===== config.mk =====
export PLATFORM = sky130hd
export DESIGN_NAME = atm_keypad_host_flat
export DESIGN_NICKNAME = d
export VERILOG_FILES = /design/src/rtl/atm_pkg.sv /design/src/rtl/atm_keypad_host_if.sv /design/src/rtl/atm_bcd_accum.sv /design/src/rtl/atm_keypad_host.sv /design/src/flat_wrapper.sv
export SDC_FILE = /design/constraint.sdc
export NUM_CORES = 1
export LEC_CHECK = 0
export CORE_MARGIN = 4
export CORE_UTILIZATION = 60
export CTS_BUF_LIST = sky130_fd_sc_hd__clkbuf_4 sky130_fd_sc_hd__clkbuf_8
export DETAILED_ROUTE_END_ITERATION = 10
export GPL_ROUTABILITY_DRIVEN = 0
export PLACE_DENSITY_LB_ADDON = 0.05
export SLEW_MARGIN = 20
export SYNTH_ARGS = -nofsm -noshare
export SYNTH_HDL_FRONTEND = slang
export SYNTH_SLANG_ARGS = --single-unit

===== constraint.sdc =====
create_clock -name clk -period 10.3 [get_ports clk]
set_input_delay 2.575 -clock clk [delete_from_list [all_inputs] [get_ports clk]]
set_output_delay 2.575 -clock clk [all_outputs]
set_load 0.01 [all_outputs]

===== src/rtl/atm_pkg.sv =====
// Shared key codes, FSM state encoding and error-source tags for the ATM keypad host.
package atm_pkg;

  localparam logic [3:0] KEY_ENTER    = 4'hA;
  localparam logic [3:0] KEY_CANCEL   = 4'hB;
  localparam logic [3:0] KEY_WITHDRAW = 4'hC;
  localparam logic [3:0] KEY_BALANCE  = 4'hD;

  typedef enum logic [2:0] {
    ST_IDLE,
    ST_PIN_ENTRY,
    ST_PIN_CHECK,
    ST_MENU,
    ST_AMT_ENTRY,
    ST_WD_REQ,
    ST_BAL_REQ,
    ST_LOCKED
  } state_e;

  // ERR_ENTRY: short PIN, rejected amount digit or zero amount; ERR_RESPONSE: refusal or timeout.
  typedef enum logic [1:0] {
    ERR_NONE,
    ERR_ENTRY,
    ERR_PIN,
    ERR_RESPONSE
  } err_src_e;

  function automatic logic is_digit(input logic [3:0] code);
    return code <= 4'd9;
  endfunction

endpackage


===== src/rtl/atm_keypad_host_if.sv =====
// Handshake between the keypad host (master) and atm_fsm (slave).
interface atm_keypad_host_if #(
  parameter int AMT_W = 16
);
  logic             confirm;
  logic             pin_right;
  logic             operation;
  logic             bank_type;
  logic [AMT_W-1:0] withdraw_amt;
  logic             allow_transaction;
  logic             show_bal;
  logic             transaction_done;

  modport master (
    output confirm, pin_right, operation, bank_type, withdraw_amt,
    input  allow_transaction, show_bal, transaction_done
  );

  modport slave (
    input  confirm, pin_right, operation, bank_type, withdraw_amt,
    output allow_transaction, show_bal, transaction_done
  );
endinterface


===== src/rtl/atm_bcd_accum.sv =====
// Decimal amount accumulator: value = value*10 + digit, refusing digits that would overflow
// AMT_W bits or exceed AMT_DIGITS entered digits.
module atm_bcd_accum #(
  parameter int AMT_W      = 16,
  parameter int AMT_DIGITS = 5
) (
  input  logic             clk,
  input  logic             rst_n,
  input  logic             clear,
  input  logic             digit_valid,
  input  logic [3:0]       digit,
  output logic [AMT_W-1:0] value,
  output logic             reject
);
  localparam int CNT_W = $clog2(AMT_DIGITS + 1);

  logic [CNT_W-1:0] count;
  logic [AMT_W+3:0] next_val;

  // Four guard bits hold value*10+9 so overflow shows up in the top nibble.
  assign next_val = {4'b0, value} * (AMT_W+4)'(10) + (AMT_W+4)'(digit);
  assign reject   = digit_valid && ((count == CNT_W'(AMT_DIGITS)) || (|next_val[AMT_W+3:AMT_W]));

  // NOTE: sequential state uses non-blocking assignments so every register samples pre-edge values.
  always_ff @(posedge clk or negedge rst_n) begin
    if (!rst_n) begin
      value <= '0;
      count <= '0;
    end else if (clear) begin
      value <= '0;
      count <= '0;
    end else if (digit_valid && !reject) begin
      value <= next_val[AMT_W-1:0];
      count <= count + 1'b1;
    end
  end

endmodule


===== src/rtl/atm_keypad_host.sv =====
// Keypad-side initiator for atm_fsm: PIN check with lockout, amount entry, request handshake.
// Define ATM_HOST_TIMEOUT_EN to abandon requests that see no response within TIMEOUT_CYC cycles.
module atm_keypad_host
  import atm_pkg::*;
#(
  parameter int PIN_DIGITS = 4,
  parameter int AMT_W      = 16,
  parameter int AMT_DIGITS = 5,
  parameter int PIN_TRIES  = 3
`ifdef ATM_HOST_TIMEOUT_EN
  ,
  parameter int TIMEOUT_CYC = 1000
`endif
) (
  input  logic                    clk,
  input  logic                    rst_n,
  input  logic                    key_valid,
  input  logic [3:0]              key_code,
  input  logic [4*PIN_DIGITS-1:0] stored_pin,
  input  logic                    card_bank,
  atm_keypad_host_if.master       atm,
  output logic                    card_locked,
  output logic                    err
);
  localparam int PIN_W  = 4 * PIN_DIGITS;
  localparam int PCNT_W = $clog2(PIN_DIGITS + 1);
  localparam int TRY_W  = $clog2(PIN_TRIES + 1);

  state_e            state;
  err_src_e          err_src;
  logic [PIN_W-1:0]  pin_sr;
  logic [PCNT_W-1:0] pin_cnt;
  logic [TRY_W-1:0]  tries;
  logic              req_first;
  logic              key_digit, cancel_key, acc_clear, acc_valid, acc_reject;
  logic              req_resp, req_fail, timed_out;
  logic [AMT_W-1:0]  acc_value;

  assign key_digit  = key_valid && is_digit(key_code);
  assign cancel_key = key_valid && (key_code == KEY_CANCEL) &&
                      (state inside {ST_IDLE, ST_PIN_ENTRY, ST_MENU, ST_AMT_ENTRY});
  assign acc_clear  = cancel_key || (key_valid && state == ST_MENU && key_code == KEY_WITHDRAW);
  assign acc_valid  = key_digit && state == ST_AMT_ENTRY;
  assign err        = (err_src != ERR_NONE);

  // Refusal is only trusted once atm_fsm has had a cycle to see confirm.
  assign req_resp = (state == ST_WD_REQ && atm.transaction_done) || (state == ST_BAL_REQ && atm.show_bal);
  assign req_fail = !req_resp &&
                    ((state == ST_WD_REQ && !req_first && !atm.allow_transaction) || timed_out);

`ifdef ATM_HOST_TIMEOUT_EN
  localparam int TO_W = $clog2(TIMEOUT_CYC + 1);
  logic [TO_W-1:0] req_cnt;

  assign timed_out = (state inside {ST_WD_REQ, ST_BAL_REQ}) && (req_cnt == TO_W'(TIMEOUT_CYC - 1));

  always_ff @(posedge clk or negedge rst_n) begin
    if (!rst_n) req_cnt <= '0;
    else        req_cnt <= (state inside {ST_WD_REQ, ST_BAL_REQ}) ? req_cnt + 1'b1 : '0;
  end
`else
  assign timed_out = 1'b0;
`endif

  atm_bcd_accum #(.AMT_W(AMT_W), .AMT_DIGITS(AMT_DIGITS)) u_amt (
    .clk(clk), .rst_n(rst_n), .clear(acc_clear), .digit_valid(acc_valid),
    .digit(key_code), .value(acc_value), .reject(acc_reject)
  );

  // NOTE: outputs sit in the async-reset branch, so confirm drops the instant rst_n falls.
  always_ff @(posedge clk or negedge rst_n) begin
    if (!rst_n) begin
      state            <= ST_IDLE;
      err_src          <= ERR_NONE;
      pin_sr           <= '0;
      pin_cnt          <= '0;
      tries            <= '0;
      req_first        <= 1'b0;
      card_locked      <= 1'b0;
      atm.confirm      <= 1'b0;
      atm.pin_right    <= 1'b0;
      atm.operation    <= 1'b0;
      atm.bank_type    <= 1'b0;
      atm.withdraw_amt <= '0;
    end else begin
      err_src   <= ERR_NONE;
      req_first <= 1'b0;
      if (cancel_key) begin
        state         <= ST_IDLE;
        atm.pin_right <= 1'b0;
        pin_sr        <= '0;
        pin_cnt       <= '0;
      end else begin
        case (state)
          ST_IDLE: if (key_digit) begin
            pin_sr  <= PIN_W'(key_code);
            pin_cnt <= PCNT_W'(1);
            state   <= ST_PIN_ENTRY;
          end
          ST_PIN_ENTRY: begin
            if (key_digit && pin_cnt < PCNT_W'(PIN_DIGITS)) begin
              pin_sr  <= {pin_sr[PIN_W-5:0], key_code};
              pin_cnt <= pin_cnt + 1'b1;
            end else if (key_valid && key_code == KEY_ENTER) begin
              if (pin_cnt == PCNT_W'(PIN_DIGITS)) begin
                state <= ST_PIN_CHECK;
              end else begin
                err_src <= ERR_ENTRY;
                pin_sr  <= '0;
                pin_cnt <= '0;
              end
            end
          end
          ST_PIN_CHECK: begin
            pin_sr  <= '0;
            pin_cnt <= '0;
            if (pin_sr == stored_pin) begin
              state         <= ST_MENU;
              atm.pin_right <= 1'b1;
              atm.bank_type <= card_bank;
              tries         <= '0;
            end else begin
              err_src <= ERR_PIN;
              tries   <= tries + 1'b1;
              if (tries == TRY_W'(PIN_TRIES - 1)) begin
                state       <= ST_LOCKED;
                card_locked <= 1'b1;
              end else begin
                state <= ST_PIN_ENTRY;
              end
            end
          end
          ST_MENU: begin
            if (key_valid && key_code == KEY_BALANCE) begin
              state         <= ST_BAL_REQ;
              atm.operation <= 1'b0;
              atm.confirm   <= 1'b1;
              req_first     <= 1'b1;
            end else if (key_valid && key_code == KEY_WITHDRAW) begin
              state <= ST_AMT_ENTRY;
            end
          end
          ST_AMT_ENTRY: begin
            if (acc_valid && acc_reject) begin
              err_src <= ERR_ENTRY;
            end else if (key_valid && key_code == KEY_ENTER) begin
              if (acc_value == '0) begin
                err_src <= ERR_ENTRY;
              end else begin
                state            <= ST_WD_REQ;
                atm.withdraw_amt <= acc_value;
                atm.operation    <= 1'b1;
                atm.confirm      <= 1'b1;
                req_first        <= 1'b1;
              end
            end
          end
          ST_WD_REQ, ST_BAL_REQ: if (req_resp || req_fail) begin
            state         <= ST_MENU;
            atm.confirm   <= 1'b0;
            atm.bank_type <= card_bank;
            if (req_fail) err_src <= ERR_RESPONSE;
          end
          ST_LOCKED: ;
          default: state <= ST_IDLE;
        endcase
      end
    end
  end

endmodule


===== src/flat_wrapper.sv =====
// flat-port wrapper written by rule: the top's interface ports become plain ports
module atm_keypad_host_flat import atm_pkg::*;
#(
  parameter int PIN_DIGITS = 4,
  parameter int AMT_W      = 16,
  parameter int AMT_DIGITS = 5,
  parameter int PIN_TRIES  = 3

)
  (clk, rst_n, key_valid, key_code, stored_pin, card_bank, card_locked, err, atm_confirm, atm_pin_right, atm_operation, atm_bank_type, atm_withdraw_amt, atm_allow_transaction, atm_show_bal, atm_transaction_done);
  atm_keypad_host_if #(.AMT_W(AMT_W)) atm_i ();
  input  logic clk;
  input  logic rst_n;
  input  logic key_valid;
  input  logic [3:0] key_code;
  input  logic [4*PIN_DIGITS-1:0] stored_pin;
  input  logic card_bank;
  output logic card_locked;
  output logic err;
  output wire logic [$bits(atm_i.confirm)-1:0] atm_confirm;
  output wire logic [$bits(atm_i.pin_right)-1:0] atm_pin_right;
  output wire logic [$bits(atm_i.operation)-1:0] atm_operation;
  output wire logic [$bits(atm_i.bank_type)-1:0] atm_bank_type;
  output wire logic [$bits(atm_i.withdraw_amt)-1:0] atm_withdraw_amt;
  input wire logic [$bits(atm_i.allow_transaction)-1:0] atm_allow_transaction;
  input wire logic [$bits(atm_i.show_bal)-1:0] atm_show_bal;
  input wire logic [$bits(atm_i.transaction_done)-1:0] atm_transaction_done;
  assign atm_confirm = atm_i.confirm;
  assign atm_pin_right = atm_i.pin_right;
  assign atm_operation = atm_i.operation;
  assign atm_bank_type = atm_i.bank_type;
  assign atm_withdraw_amt = atm_i.withdraw_amt;
  assign atm_i.allow_transaction = atm_allow_transaction;
  assign atm_i.show_bal = atm_show_bal;
  assign atm_i.transaction_done = atm_transaction_done;
  atm_keypad_host #(.PIN_DIGITS(PIN_DIGITS), .AMT_W(AMT_W), .AMT_DIGITS(AMT_DIGITS), .PIN_TRIES(PIN_TRIES)) u_core (.clk(clk), .rst_n(rst_n), .key_valid(key_valid), .key_code(key_code), .stored_pin(stored_pin), .card_bank(card_bank), .atm(atm_i), .card_locked(card_locked), .err(err));
endmodule

==> impl_summary.log <==
[metrics] startpoint class of the critical path: input pin
[metrics] layout overhead on the synthesized area: 15.38%
[metrics] delay-heaviest family, CP: simple AND/OR/NAND/NOR gates
[metrics] Most common cell on crit path: a21oi_1
[metrics] largest driver fanout on the critical path: 35
[metrics] cell area reported after detailed placement: 5147 um2
[metrics] sequential cell area in the final layout: approximately 1700 um2
[metrics] Resized Gates After CTS: 0
[metrics] Multi-input gate area: between 2000 and 3000 um2
[metrics] endpoint of the worst register-to-register path: u_core.u_amt.value[8]$_DFFE_PN0P_
[metrics] vertical die dimension: between 90 and 100 um
[metrics] Top FF cell, synth: dfrtp_1
[metrics] worst stage delay on the critical path: approximately 910 ps
[metrics] HPWL reported at the end of detailed placement: about 7.4 mm
[metrics] arrival time at the worst endpoint: approximately 6200 ps
[metrics] number of antenna violations at the first check in global routing: 0
[metrics] Gate Count Post-Synth: roughly 470
[metrics] Power, Total: 1.351 mW
[metrics] via count of the first global-routing pass: roughly 3600
[metrics] nets: 577
[metrics] share of flip-flops with an asynchronous set or reset after synthesis: 1.000
[metrics] Pwr per Cell Area: ~250 nW/um2
[metrics] worst setup path end: u_core.u_amt.value[8]$_DFFE_PN0P_
[metrics] number of slew-limit violations in the final report: 0
[metrics] Setup TNS: 0 ps
[metrics] pin count of the biggest net entering global routing: 68
[metrics] via count: around 3700
[metrics] Fillers: roughly 600
[metrics] global-route congestion overflow total: 0
[metrics] post-CTS clock slew at the launch and capture registers of the worst setup and hold paths: approximately 70 ps
[metrics] count of maximum capacitance violations: 0
[metrics] mean instance size in the synthesized netlist: approximately 9.9 um2
[metrics] ratio of routed vias to standard cells: between 5 and 6
[metrics] Tmin final: between 5000 and 6000 ps
[metrics] Synthesis Warnings: 0
[metrics] Avg WL per Cell: roughly 16 um
[metrics] post-synthesis sequential element count: 67
[metrics] Post-Route Skew: 7.167 ps
[metrics] die area: 9199 um2
[metrics] clock sinks: 67
[metrics] Tightest Pin Transition: 1049 ps
[metrics] final standard cell area without fillers: between 5000 and 6000 um2
[metrics] setup repair after global routing missed its margin: false
[metrics] r2r startpoint: u_core.u_amt.value[3]$_DFFE_PN0P_
[metrics] Worst path depth: 11
[metrics] clock tree from TritonCTS: done
[metrics] final count of negative-setup-slack endpoints: 0
[metrics] clock latency of the later-clocked register in the worst-skew pair: 340 ps
[metrics] static leakage power: between 2 and 2.5 nW
[metrics] top-level port count: 49
[metrics] final antenna diode count: 0
[metrics] clock buffers created by TritonCTS: 9
[metrics] type of destination of the critical path: register
[metrics] remaining max-slew budget at the tightest pin: 0.2858
[metrics] wire length of the first global-routing pass: 17.02 mm
[metrics] count of flip-flops with a built-in enable after synthesis: 0
[metrics] maximum resistive drop on vdd: 0.0001332 V
[metrics] launching instance or port of the critical path: key_code[2]
[metrics] register-to-register path setup slack: between 5000 and 6000 ps
[metrics] start-to-end type of the worst setup path: in -> reg
[metrics] cell type of the slowest stage on the worst timing path: mux2i_4
[metrics] buffering stage count on the worst path with inverters included: 1
[metrics] fraction of final layout cells with drive strength greater than 1: 0.1393
[metrics] initial core utilization: 0.6292
[metrics] most common cell after layout, fill and taps aside: dfrtp_1
[metrics] CP required: roughly 11000 ps
[metrics] combined global-route utilization of all metal layers: 0.2356
[metrics] final clock period utilization by the worst path: 0.5766
[metrics] result of the run: finished, final reports clean
[metrics] count of unique library cells instantiated by Yosys: slightly below 70
[metrics] clock root buffer: clkbuf_8
[metrics] Std-Cell Core Area: roughly 7400 um2
[metrics] number of design-rule violations left by the first detailed-router iteration: 142
[metrics] worst-case clock buffer depth: 2
[metrics] mapped cell area: between 4000 and 5000 um2
[metrics] Core Rows: 31
[metrics] kind of path behind the tightest hold check: reg -> reg
[metrics] final count of hold timing violations: 0
[metrics] commonest non-fill, non-tap cells in the layout: 67 x dfrtp_1, 47 x clkdlybuf4s50_1, 36 x ha_1, 32 x nand2_1, 28 x xnor2_1
[metrics] sequential-to-total area share from yosys stat: 0.3616
[metrics] H-tree depth: 3
[metrics] total iterations of the first detailed-routing run: 4
[metrics] DRC violation count after routing: 0
[metrics] post-CTS setup buffers: 0
[metrics] number of cells on the worst reg-to-reg path: 13
[metrics] ordered cell list for the critical path: clkdlybuf4s50_1 -> ha_1 -> a21o_1 -> a21oi_1 -> or4b_1 -> nor3_1 -> nand4_2 -> nor3_2 -> mux2i_4 -> a21oi_1 -> a31o_2
[metrics] total wire length: slightly below 10 mm
[metrics] highest clock frequency the design can meet: 0.1684 GHz
[metrics] Detail Route Antenna Nets: 0
[metrics] CTS hold repair buffers: 0
[metrics] die boundary width: around 96 um
[metrics] post-synthesis net count: 534
[metrics] PortBufs: 48
-- routing by layer --
layer	GRT usage	routed length (um)	vias up	share of wire
met5	0	0	-	0
met4	0.09716	192	0	0.019
met3	0.02893	361	18	0.037
met2	0.3920	4905	69	0.50
met1	0.3114	4431	1765	0.45
li1	-	-	1817	-
-- layout make-up --
class | instances | share of cell area
Timing Repair Buffer | 51 | 0.09308
Inverter | 15 | 0.01052
Tap cell | 99 | 0.02315
Clock inverter | 2 | 0.006548
Clock buffer | 14 | 0.03134
Sequential cell | 67 | 0.3134
Multi-Input combinational cell | 368 | 0.5220
-- stage by stage --
step	std cells	hold slack [ps]	setup WS [ps]	utilization
floorplan	469	452.6	5335	-
global placement	600	446.1	4094	0.6985
detailed placement	600	454.6	4035	0.6985
CTS	616	471.8	4360	0.7260
global route	616	500.2	4109	0.7260
finish	616	464.3	4361	0.7260
-- report_power, final --
part	total, mW	internal [mW]	leakage, nW	switching, mW
registers	0.449	0.343	0.897	0.106
clock network	0.225	0.129	0.108	0.0954
logic	0.677	0.310	1.42	0.367
total	1.35	0.782	2.43	0.569
-- flip-flops by register name, summed over array words and instances, names as in the netlist --
name,cells
u_core.atm.bank_type,1
u_core.state,3
u_core.req_first,1
u_core.tries,2
u_core.card_locked,1
u_core.u_amt.value,16
u_core.err_src,2
u_core.u_amt.count,3
u_core.atm.withdraw_amt,16
u_core.atm.pin_right,1
u_core.atm.operation,1
u_core.pin_cnt,3
u_core.atm.confirm,1
u_core.pin_sr,16
-- cells by family (layout without fill, tap and decap cells) --
family          count (synthesis)  in the layout  synth area share
buf+inv                        34             82           0.03804
fa+ha+maj                      39             39            0.1079
flops                          67             67            0.3616
xor+xnor                       36             36           0.06800
compound gates                127            127            0.2008
simple gates                  146            146            0.1751
mux                            20             20           0.04857
-- worst register-to-register path: stages (launching register included) --
cell      delay, ps
dfrtp_1         470
ha_1            320
ha_1            170
inv_1            60
fa_1            380
nand2b_1        190
a211oi_2        370
o31ai_1         160
xnor2_1         310
nand4_2         210
nor3_2          310
mux2i_4         910
a21oi_1         100
a31o_2          260
-- cell usage after synthesis (2+ instances only) --
library cell,number,share of area
o31ai_1,5,0.0081
nand3_2,2,0.0043
o221ai_1,2,0.0038
o21ai_0,17,0.018
or3_1,3,0.0040
nor4b_2,2,0.0065
a21oi_1,25,0.027
dfrtp_1,67,0.36
and4b_1,2,0.0043
o21a_1,7,0.011
xor2_1,8,0.015
inv_1,15,0.012
nor2b_1,5,0.0067
a211oi_1,2,0.0032
mux2_2,17,0.041
xnor2_1,28,0.053
nor4_1,6,0.0081
nor3_1,8,0.0086
mux2i_1,2,0.0043
a22o_1,14,0.026
nand4_1,9,0.012
nand2b_1,7,0.0094
o21ai_2,8,0.015
ha_1,36,0.097
or2_2,6,0.0081
a21o_1,13,0.021
nor2_1,24,0.019
nor3b_1,2,0.0032
a22oi_1,2,0.0032
nand3b_1,2,0.0032
nor3_2,2,0.0043
buf_6,6,0.015
nand3_1,24,0.026
o211ai_1,2,0.0032
clkbuf_1,12,0.0097
fa_1,2,0.0086
a31o_2,2,0.0038
a211oi_4,2,0.0086
o21ai_1,10,0.011
nand2_1,32,0.026
-- worst min path at each step --
stage                                        start                             end  slack, ps  cells past startpoint
floorplan              u_core.tries[1]$_DFFE_PN0P_     u_core.tries[1]$_DFFE_PN0P_        450                      2
CTS                 u_core.card_locked$_DFFE_PN0P_  u_core.card_locked$_DFFE_PN0P_        470                      1
detailed placement  u_core.card_locked$_DFFE_PN0P_  u_core.card_locked$_DFFE_PN0P_        450                      1
global route        u_core.card_locked$_DFFE_PN0P_  u_core.card_locked$_DFFE_PN0P_        500                      1
finish              u_core.card_locked$_DFFE_PN0P_  u_core.card_locked$_DFFE_PN0P_        460                      1
global placement    u_core.card_locked$_DFFE_PN0P_  u_core.card_locked$_DFFE_PN0P_        450                      1
Power figures use the tool's default switching activity.
